<file path="config.mk">
export PLATFORM = sky130hd
export DESIGN_NAME = wb_scheduler
export DESIGN_NICKNAME = d
export VERILOG_FILES = /design/src/rtl/wb_pkg.sv /design/src/rtl/wb_scoreboard.sv /design/src/rtl/wb_scheduler.sv
export SDC_FILE = /design/constraint.sdc
export NUM_CORES = 1
export LEC_CHECK = 0
export ABC_CLOCK_PERIOD_IN_PS = 1700
export CORE_MARGIN = 4
export CORE_UTILIZATION = 47
export CTS_CLUSTER_DIAMETER = 150
export DETAILED_ROUTE_END_ITERATION = 10
export GPL_ROUTABILITY_DRIVEN = 0
export PLACE_DENSITY = 0.88
export SYNTH_ARGS = -nofsm -noshare
export SYNTH_HDL_FRONTEND = slang
export SYNTH_SLANG_ARGS = --single-unit
</file>
<file path="constraint.sdc">
create_clock -name clk -period 1.7 [get_ports clk]
set_input_delay 0.17 -clock clk [delete_from_list [all_inputs] [get_ports clk]]
set_output_delay 0.17 -clock clk [all_outputs]
set_load 0.005 [all_outputs]
</file>
<file path="src/rtl/wb_pkg.sv">
// rtl/wb_pkg.sv - shared encodings for the writeback scheduler
package wb_pkg;

  localparam int AW_DEF = 5;

  localparam logic [1:0] MD_F       = 2'd0;
  localparam logic [1:0] MD_DOUT    = 2'd1;
  localparam logic [1:0] MD_STATUS  = 2'd2;
  localparam logic [1:0] MD_PRODUCT = 2'd3;

  typedef enum logic [1:0] {
    IDLE  = 2'd0,
    BUSY  = 2'd1,
    READY = 2'd2
  } wb_state_e;

endpackage

</file>
<file path="src/rtl/wb_scoreboard.sv">
// rtl/wb_scoreboard.sv - pending product pair and RAW/WAW hazard detection
module wb_scoreboard
  import wb_pkg::*;
#(
  parameter int AW = AW_DEF
) (
  input  logic          clk,
  input  logic          rst_n,
  input  logic          load_i,
  input  logic [AW-1:0] mul_da_i,
  input  logic          active_i,
  input  logic [AW-1:0] ex_sa_i,
  input  logic [AW-1:0] ex_sb_i,
  input  logic [AW-1:0] ex_da_i,
  input  logic          ex_rw_i,
  output logic          hazard_o,
  output logic [AW-1:0] lo_o
);

  logic [AW-1:0] lo_q, lo_d;
  logic [AW-1:0] hi_q, hi_d;
  logic          hit_sa, hit_sb, hit_da;

  // hi wraps modulo 2**AW, so the top register pairs with register 0
  always_comb begin
    lo_d = lo_q;
    hi_d = hi_q;
    if (load_i) begin
      lo_d = mul_da_i;
      hi_d = mul_da_i + AW'(1);
    end
  end

  always_ff @(posedge clk or negedge rst_n) begin
    if (!rst_n) begin
      lo_q <= '0;
      hi_q <= '0;
    end else begin
      lo_q <= lo_d;
      hi_q <= hi_d;
    end
  end

  always_comb begin
    hit_sa   = (ex_sa_i == lo_q) || (ex_sa_i == hi_q);
    hit_sb   = (ex_sb_i == lo_q) || (ex_sb_i == hi_q);
    hit_da   = ex_rw_i && ((ex_da_i == lo_q) || (ex_da_i == hi_q));
    hazard_o = active_i && (hit_sa || hit_sb || hit_da);
  end

  assign lo_o = lo_q;

endmodule

</file>
<file path="src/rtl/wb_scheduler.sv">
// rtl/wb_scheduler.sv - arbitrates the register-file write port between
// the pipeline result and the multi-cycle multiplier product
module wb_scheduler
  import wb_pkg::*;
#(
  parameter int MUL_LAT = 4,
  parameter int AW      = AW_DEF
) (
  input  logic          clk,
  input  logic          rst_n,
  input  logic          ex_valid,
  input  logic          ex_rw,
  input  logic [1:0]    ex_md,
  input  logic [AW-1:0] ex_da,
  input  logic [AW-1:0] ex_sa,
  input  logic [AW-1:0] ex_sb,
  input  logic          mul_req,
  input  logic [AW-1:0] mul_da,
  output logic [1:0]    MD_1,
  output logic          RW,
  output logic [AW-1:0] DA,
  output logic          pair_wr,
  output logic          stall,
  output logic          mul_busy,
  output logic          illegal_md
);

  wb_state_e     state_q;
  logic [3:0]    cnt_q;
  logic          busy_any, in_ready, hazard, mul_accept, pipe_wr;
  logic [AW-1:0] lo;

  assign busy_any   = (state_q != IDLE);
  assign in_ready   = (state_q == READY);
  assign stall      = ex_valid && ((in_ready && ex_rw) || (mul_req && busy_any) || hazard);
  assign mul_accept = ex_valid && mul_req && !stall;
  assign pipe_wr    = ex_valid && ex_rw && !mul_req && !stall;
  assign mul_busy   = busy_any;

  wb_scoreboard #(.AW(AW)) u_sb (
    .clk      (clk),
    .rst_n    (rst_n),
    .load_i   (mul_accept && (state_q == IDLE)),
    .mul_da_i (mul_da),
    .active_i (busy_any),
    .ex_sa_i  (ex_sa),
    .ex_sb_i  (ex_sb),
    .ex_da_i  (ex_da),
    .ex_rw_i  (ex_rw),
    .hazard_o (hazard),
    .lo_o     (lo)
  );

  // Counter is loaded with MUL_LAT-1 and READY follows the cycle it reads 1
  always_ff @(posedge clk or negedge rst_n) begin
    if (!rst_n) begin
      state_q <= IDLE;
      cnt_q   <= '0;
    end else begin
      case (state_q)
        IDLE: begin
          if (mul_accept) begin
            state_q <= BUSY;
            cnt_q   <= 4'(MUL_LAT - 1);
          end
        end
        BUSY: begin
          if (cnt_q == 4'd1) begin
            state_q <= READY;
            cnt_q   <= '0;
          end else begin
            cnt_q <= cnt_q - 4'd1;
          end
        end
        READY:   state_q <= IDLE;
        default: state_q <= IDLE;
      endcase
    end
  end

  always_comb begin
    MD_1       = MD_F;
    RW         = 1'b0;
    DA         = '0;
    pair_wr    = 1'b0;
    illegal_md = 1'b0;
    if (in_ready) begin
      MD_1    = MD_PRODUCT;
      RW      = 1'b1;
      DA      = lo;
      pair_wr = 1'b1;
    end else if (pipe_wr) begin
      if (ex_md == MD_PRODUCT) begin
        illegal_md = 1'b1;
      end else begin
        MD_1 = ex_md;
        RW   = 1'b1;
        DA   = ex_da;
      end
    end
  end

endmodule

</file>
==> results by group, run 1 <==
Setup path
  – Worst setup SP type: flop
  – CP max stage delay: 0.47 ns
  – Worst setup EP type: output port
  – Sum of buffers and inverters on the critical path: 2
  – CP Cell Sequence: xor2_1 -> nor4_2 -> a31oi_1 -> a41oi_2 -> buf_4 -> nor3_1 -> buf_2
  – Critical path class: reg2out
  – CP Data Arrival Time: 2.22 ns
  – Critical path's slowest cell: dfrtp_2
  – Crit Path Max Fanout: 5
  – Crit path required time: 1.53 ns
  – CP delay by family, top: compound AO/OA/AOI/OAI gates

Power and ir drop
  – Peak VDD IR: 973 uV
  – Total power: 2.73 mW
  – PwrDens: 1370 nW/um2
  – Leakage: 0.992 nW

Synthesis
  – Ranking of synthesized cells by area: dfrtp_1 (31%), xor2_1 (19%), nand2_1 (8.2%), mux2i_1 (4.7%), nor3_1 (3.9%)
  – Most common flop cell mapped by yosys: dfrtp_1
  – Avg Cell Area, Syn: roughly 8.3 um2
  – Netlist cell types: 34
  – Largest area contributor in the synthesized netlist: dfrtp_1
  – Post-synth ARST share: 100%
  – Main combinational cell family by area after synthesis: simple AND/OR/NAND/NOR gates
  – Post-synthesis mux area share: 4.69%
  – Yosys reg bits: 16
  – Mapped Nets: 185
  – Synth warn: 0
  – Sequential area share after synthesis: a little under a third
  – Area share of the largest cell type after synthesis: 31.3%
  – Post-Syn Instances: 155
  – Top cells by count, synth: nand2_1 (28), xor2_1 (28), dfrtp_1 (16)
  – Synth Area in Simple Gates: 23.3%
  – EDFF count, synth: 0
  – Post-synth design cell area: 1280 um2
  – XOR/XNOR share of the synthesized area: a little under a quarter
  – Synth Area in Compound Gates: a little under an eighth
  – Synth Area in Adders: 2.93%

Timing
  – FMAX: around 420 MHz
  – Count of final hold-check violations: 0
  – RSZ-0062 raised after global routing: true
  – Max_slew headroom: 73.4%
  – Setup TNS: -5.83 ns
  – Fin crit period: between 2 and 2.5 ns
  – Clock Skew: 0.00366 ns
  – Final worst-path cycle share: 141%
  – Final setup fails: 10
  – Worst-Margin Slew: 0.397 ns
  – Setup WS post-layout: -0.692 ns
  – Hold_ws: approximately 0.20 ns
  – Max Transition Viols Final: 0

Detailed routing
  – Routed wire length: between 4000 and 5000 um
  – Via count: roughly 1400
  – 1st-iter DRT viols: 73
  – DR pass1 iterations: 4
  – DRC Markers: 0
  – Remaining antenna violation count: 0
  – DR vias/cell: ~5.5
  – WL/cell: 17.6 um

Floorplanning
  – Die height: around 60 um
  – Initial core utilization: around half
  – Core Area: approximately 2500 um2
  – Die Wd: around 60 um
  – Ports: 39
  – Rows: 18
  – Die Area: 3620 um2

Clock network
  – Max Root-Sink Buffers: 2
  – Clock tree sinks: 16
  – Root Buffer: clkbuf_4
  – CTS clock-pin slew for the worst setup and hold paths: 0.09 ns
  – CTS buffer count: 3
  – Hold-fix buffers, CTS: 0
  – H-tree depth: 1
  – CTS tree: done
  – Clk_lat worst skew: 0.29 ns

Placed design
  – HPWL Detailed: between 3000 and 4000 um
  – Dpl ws: -0.821 ns
  – # port buffers: 38
  – DP Area: 1860 um2

Global routing
  – Largest net degree at the start of global routing: 17
  – Initial antenna violation count: 0
  – Grt ovf: 0
  – GRT Total Usage: 23.3%
  – Global-route wire length before repair: 6290 um
  – Vias in the first global route: 1418

Final layout
  – Total of fill cells in the finished design: 155
  – Non-Filler Cell Area, Final: roughly 2000 um2
  – Final net count: ~260
  – Ant. Diodes: 0
  – Area grow syn2layout: 55.5%
  – Layout cells sized above 1: 30.2%

Status
  – Status: complete, but fails checks
  – Violated checks: setup timing

Min path
  – Worst Hold Class: in2async

Flow run
  – Max-Cap Viols: 0
-- repair_timing --
item,CTS,global route
setup buffers,6,2
pin swaps,14,4
hold endpoints to repair,0,0
gates resized for setup,55,7
setup endpoints to repair,11,10
-- final cells by class --
| cell class | count | area (um2) | share of cell area [%] |
|---|---|---|---|
| Clock buffer | 4 | 36.3 | 1.82 |
| Sequential cell | 16 | 408 | 20.5 |
| Multi-Input combinational cell | 127 | 897 | 45.1 |
| Inverter | 7 | 26.3 | 1.32 |
| Tap cell | 30 | 37.5 | 1.89 |
| Timing Repair Buffer | 71 | 586 | 29.4 |
-- worst paths after layout --
kind	startpoint	to	slack, ns	depth (start not counted)
setup / recovery	u_sb.lo_o[3]	DA[4]	-0.69	7
hold / removal	rst_n	u_sb.lo_o[2]	0.20	2
setup reg to reg	state_q[1]	cnt_q[3]	0.10	6
hold reg to reg	cnt_q[0]	cnt_q[0]	0.54	1
max in group asynchronous	rst_n	u_sb.hi_q[3]	1.30	2
min in group clk	mul_da[4]	u_sb.lo_o[4]	0.48	3
-- cells in the final DEF, fill, tap and decap left out, types with 2 or more instances in the layout --
cell type and count:
mux2i_1 6, xor2_2 3, inv_2 2, dfrtp_1 10, nor2_1 10, clkdlybuf4s50_1 25, buf_4 30, and3_1 2
nand3b_1 2, buf_2 9, nand3_1 4, dlygate4sd2_1 3, o21ai_1 5, dfrtp_2 6, nand2_1 27, inv_1 5
o21ai_0 4, clkbuf_4 3, ha_1 3, nor3_1 10, a21oi_1 2, xor2_1 25, nor4_2 2, buf_6 3
xnor2_1 5
-- where the power goes --
part	leakage (nW)	internal [mW]	total (mW)	switching (mW)
Combinational	0.779	0.801	1.61	0.811
Sequential	0.193	0.576	0.865	0.289
Clock	0.0210	0.130	0.249	0.118
Total	0.992	1.51	2.73	1.22
-- worst reg2reg max path, delay by kind of cell, from the launching register on --
family	cells	cell delay [ns]
DFF	1	0.43
AOI/OAI and AO/OA	1	0.06
and+or+nand+nor	4	0.88
buffers and inverters	1	0.16
-- through the flow --
stage	std cells	util, %
floorplan	155	-
global placement	243	73.2
detailed placement	243	73.2
CTS	253	76.4
global route	255	78.2
finish	255	78.2
-- layer usage --
metal  track usage [%]  vias to the layer above  wire length (um)
met5                 0                        -                 0
met4              10.4                        0               188
met3              1.73                       16               218
met2              44.3                       56              2350
met1              25.9                      656              1740
li1                  -                      665                 -
-- sequential cells by signal, indices dropped and copies added, names as in the netlist --
name and count:
cnt_q 4, u_sb.lo_o 5, u_sb.hi_q 5, state_q 2
-- kinds of logic (layout without fill, tap and decap cells) --
group	count (synthesis)	after routing
muxes	6	6
DFF	16	16
xor gates and xnor gates	33	33
adders and majority gates	3	3
AOI/OAI and AO/OA	21	21
and+or+nand+nor	64	64
buffers and inverters	12	82
Note: power is estimated with default switching activity, not from simulation.
==> inputs of run 2 (changes only) <==
Settings changed: CORE_MARGIN 4 to not set.
==> run 2 against run 1 <==
The flow still finishes with violations (setup timing). Critical path type unchanged. Highest routed layer unchanged. Clock skew is 0.0042 ns higher. Clock power about the same. Critical endpoint is now DA[0]. Fmax increased by 0.55%. Hold slack worse by 0.017 ns. Largest power group unchanged.
==> results by group, run 2 (synthesized netlist as in run 1, its figures left out) <==
Clock network
  – Max Root-Sink Buffers: 2 (unchanged)
  – CTS tree: done
  – CTS buffer count: 3 (unchanged)
  – Root Buffer: clkbuf_4
  – Clock tree sinks: 16 (unchanged)
  – Hold-fix buffers, CTS: 0 (unchanged)
  – Clk_lat worst skew: 0.29 ns (about the same)
  – H-tree depth: 1 (unchanged)
  – CTS clock-pin slew for the worst setup and hold paths: 0.10 ns (about the same)

Final layout
  – Most frequent cells in the layout: nand2_1 (27), buf_4 (27), clkdlybuf4s50_1 (25), xor2_1 (22)
  – Layout cells sized above 1: 36.3% (+6.1 points)
  – Layout Cells excl Fill: 256 (+0.39%)
  – Final net count: 257 (+0.39%)
  – Ant. Diodes: 0 (unchanged)
  – Area grow syn2layout: 64.7%
  – Non-Filler Cell Area, Final: 2110 um2 (+5.9%)

Setup path
  – Worst setup EP type: output port
  – CP Cell Sequence: buf_6 -> xor2_2 -> nor3_2 -> a22oi_2 -> buf_4 -> a41oi_4 -> buf_6 -> nor3_2 -> buf_2
  – Worst setup SP type: flop
  – CP delay by family, top: buffers and inverters
  – Sum of buffers and inverters on the critical path: 4 (+2)
  – CP Data Arrival Time: 2.21 ns (about the same)
  – Crit path required time: 1.53 ns (about the same)
  – Critical path class: reg2out
  – Critical path's slowest cell: dfrtp_2
  – CP max stage delay: 0.47 ns (about the same)
  – Crit Path Max Fanout: 4 (-1)

Floorplanning
  – Die Wd: 54.2 um (-10%)
  – Rows: 18 (unchanged)
  – Die height: 54.2 um (-10%)
  – Initial core utilization: 50.7% (+0.45 points)
  – Ports: 39 (unchanged)
  – Die Area: 2940 um2 (-19%)
  – Core Area: 2520 um2 (-0.88%)

Timing
  – RSZ-0062 raised after global routing: true
  – Clock Skew: 0.00786 ns (+0.00420 ns)
  – Worst-Margin Slew: 0.495 ns (+0.0982 ns)
  – Setup WS post-layout: -0.679 ns (+0.0131 ns)
  – Max Transition Viols Final: 0 (unchanged)
  – Final worst-path cycle share: 140% (-0.77 points)
  – Setup TNS: -5.82 ns (+0.00755 ns)
  – Final setup fails: 10 (unchanged)
  – Count of final hold-check violations: 0 (unchanged)
  – Fin crit period: 2.38 ns (-0.0131 ns)
  – FMAX: 420 MHz (+0.55%)
  – Hold_ws: 0.181 ns (-0.0166 ns)
  – Max_slew headroom: 66.9% (-6.5 points)

Detailed routing
  – Met2 wire length: 2190 um (-7.1%)
  – DR pass1 iterations: 4 (unchanged)
  – 1st-iter DRT viols: 40 (-45%)
  – DR vias/cell: 5.56 (+1.8%)
  – Routed wire length: 4400 um (-2.2%)
  – Max Used Layer: met4
  – Wire length on met3: 302 um (+39%)
  – DRT met1 WL: 1700 um (-2.4%)
  – Remaining antenna violation count: 0 (unchanged)
  – DRC Markers: 0 (unchanged)
  – Via count: 1424 (+2.2%)
  – WL/cell: 17.2 um (-2.6%)

Status
  – Status: complete, but fails checks
  – Violated checks: setup timing

Global routing
  – GRT Total Usage: 28.4% (+5.1 points)
  – Grt ovf: 0 (unchanged)
  – Initial antenna violation count: 0 (unchanged)
  – Global-route wire length before repair: 5900 um (-6.1%)
  – Largest net degree at the start of global routing: 17 (unchanged)
  – Vias in the first global route: 1348 (-4.9%)

Power and ir drop
  – Peak VDD IR: 1100 uV (+13%)
  – Leakage: 1.03 nW (+3.4%)
  – PwrDens: 1390 nW/um2 (+1.3%)

Placed design
  – DP Cell Count: 242 (-0.41%)
  – DP Area: 1860 um2 (-0.40%)
  – # port buffers: 38 (unchanged)
  – Dpl ws: -0.893 ns (-0.0717 ns)
  – HPWL Detailed: 2840 um (-8.4%)

Flow run
  – Max-Cap Viols: 0 (unchanged)

Min path
  – Worst Hold Class: in2async
-- run 2: cell types whose count changed in the layout (fill, tap and decap cells not counted), sizes merged --
cell,previous run,this run
clkbuf,5,4
buf,42,44
dlygate4sd2,3,2
dlymetal6s2s,0,1
-- run 2: timing repair --
item / in CTS / in global routing
buffers inserted: 8 / 3
setup endpoints to repair: 11 / 12
gates resized for setup: 67 / 13
pin swaps: 19 / 4
cloned: 0 / 0
-- run 2: worst paths after layout --
check	from	endpoint	slack, ns	cells after the start
hold / removal	rst_n	u_sb.lo_o[3]	0.18	2
setup / recovery	u_sb.hi_q[2]	DA[0]	-0.68	9
min in group clk	mul_da[4]	u_sb.lo_o[4]	0.46	3
max in group asynchronous	rst_n	state_q[1]	1.32	2
hold reg to reg	cnt_q[3]	cnt_q[3]	0.56	2
setup reg to reg	state_q[1]	cnt_q[3]	0.08	7
-- run 2: final cells by class --
type                            count  area (um2)
Multi-Input combinational cell    127         988
Timing Repair Buffer               72         612
Fill cell                         134         414
Sequential cell                    16         408
Tap cell                           30        37.5
Clock buffer                        4        36.3
Inverter                            7        26.3
-- run 2: power by group --
group,internal [mW],switching (mW),total [mW]
registers,0.574,0.271,0.845
logic,0.921,0.905,1.83
clock network,0.130,0.122,0.252
-- run 2: per-stage QoR --
| stage | power (mW) | util [%] |
|---|---|---|
| 3_3_place_gp | 2.10 | 73.6 |
| 3_5_place_dp | 2.19 | 73.6 |
| 6_report | 2.92 | 83.6 |
| 2_1_floorplan | 1.59 | - |
| 5_1_grt | 3.12 | 83.6 |
| 4_1_cts | 2.70 | 79.9 |
-- run 2: per-layer routing --
metal | global-route usage (%) | vias up
met5 | 0 | -
met2 | 54.1 | 64
met3 | 2.54 | 18
met1 | 31.7 | 678
met4 | 11.1 | 0
li1 | - | 664
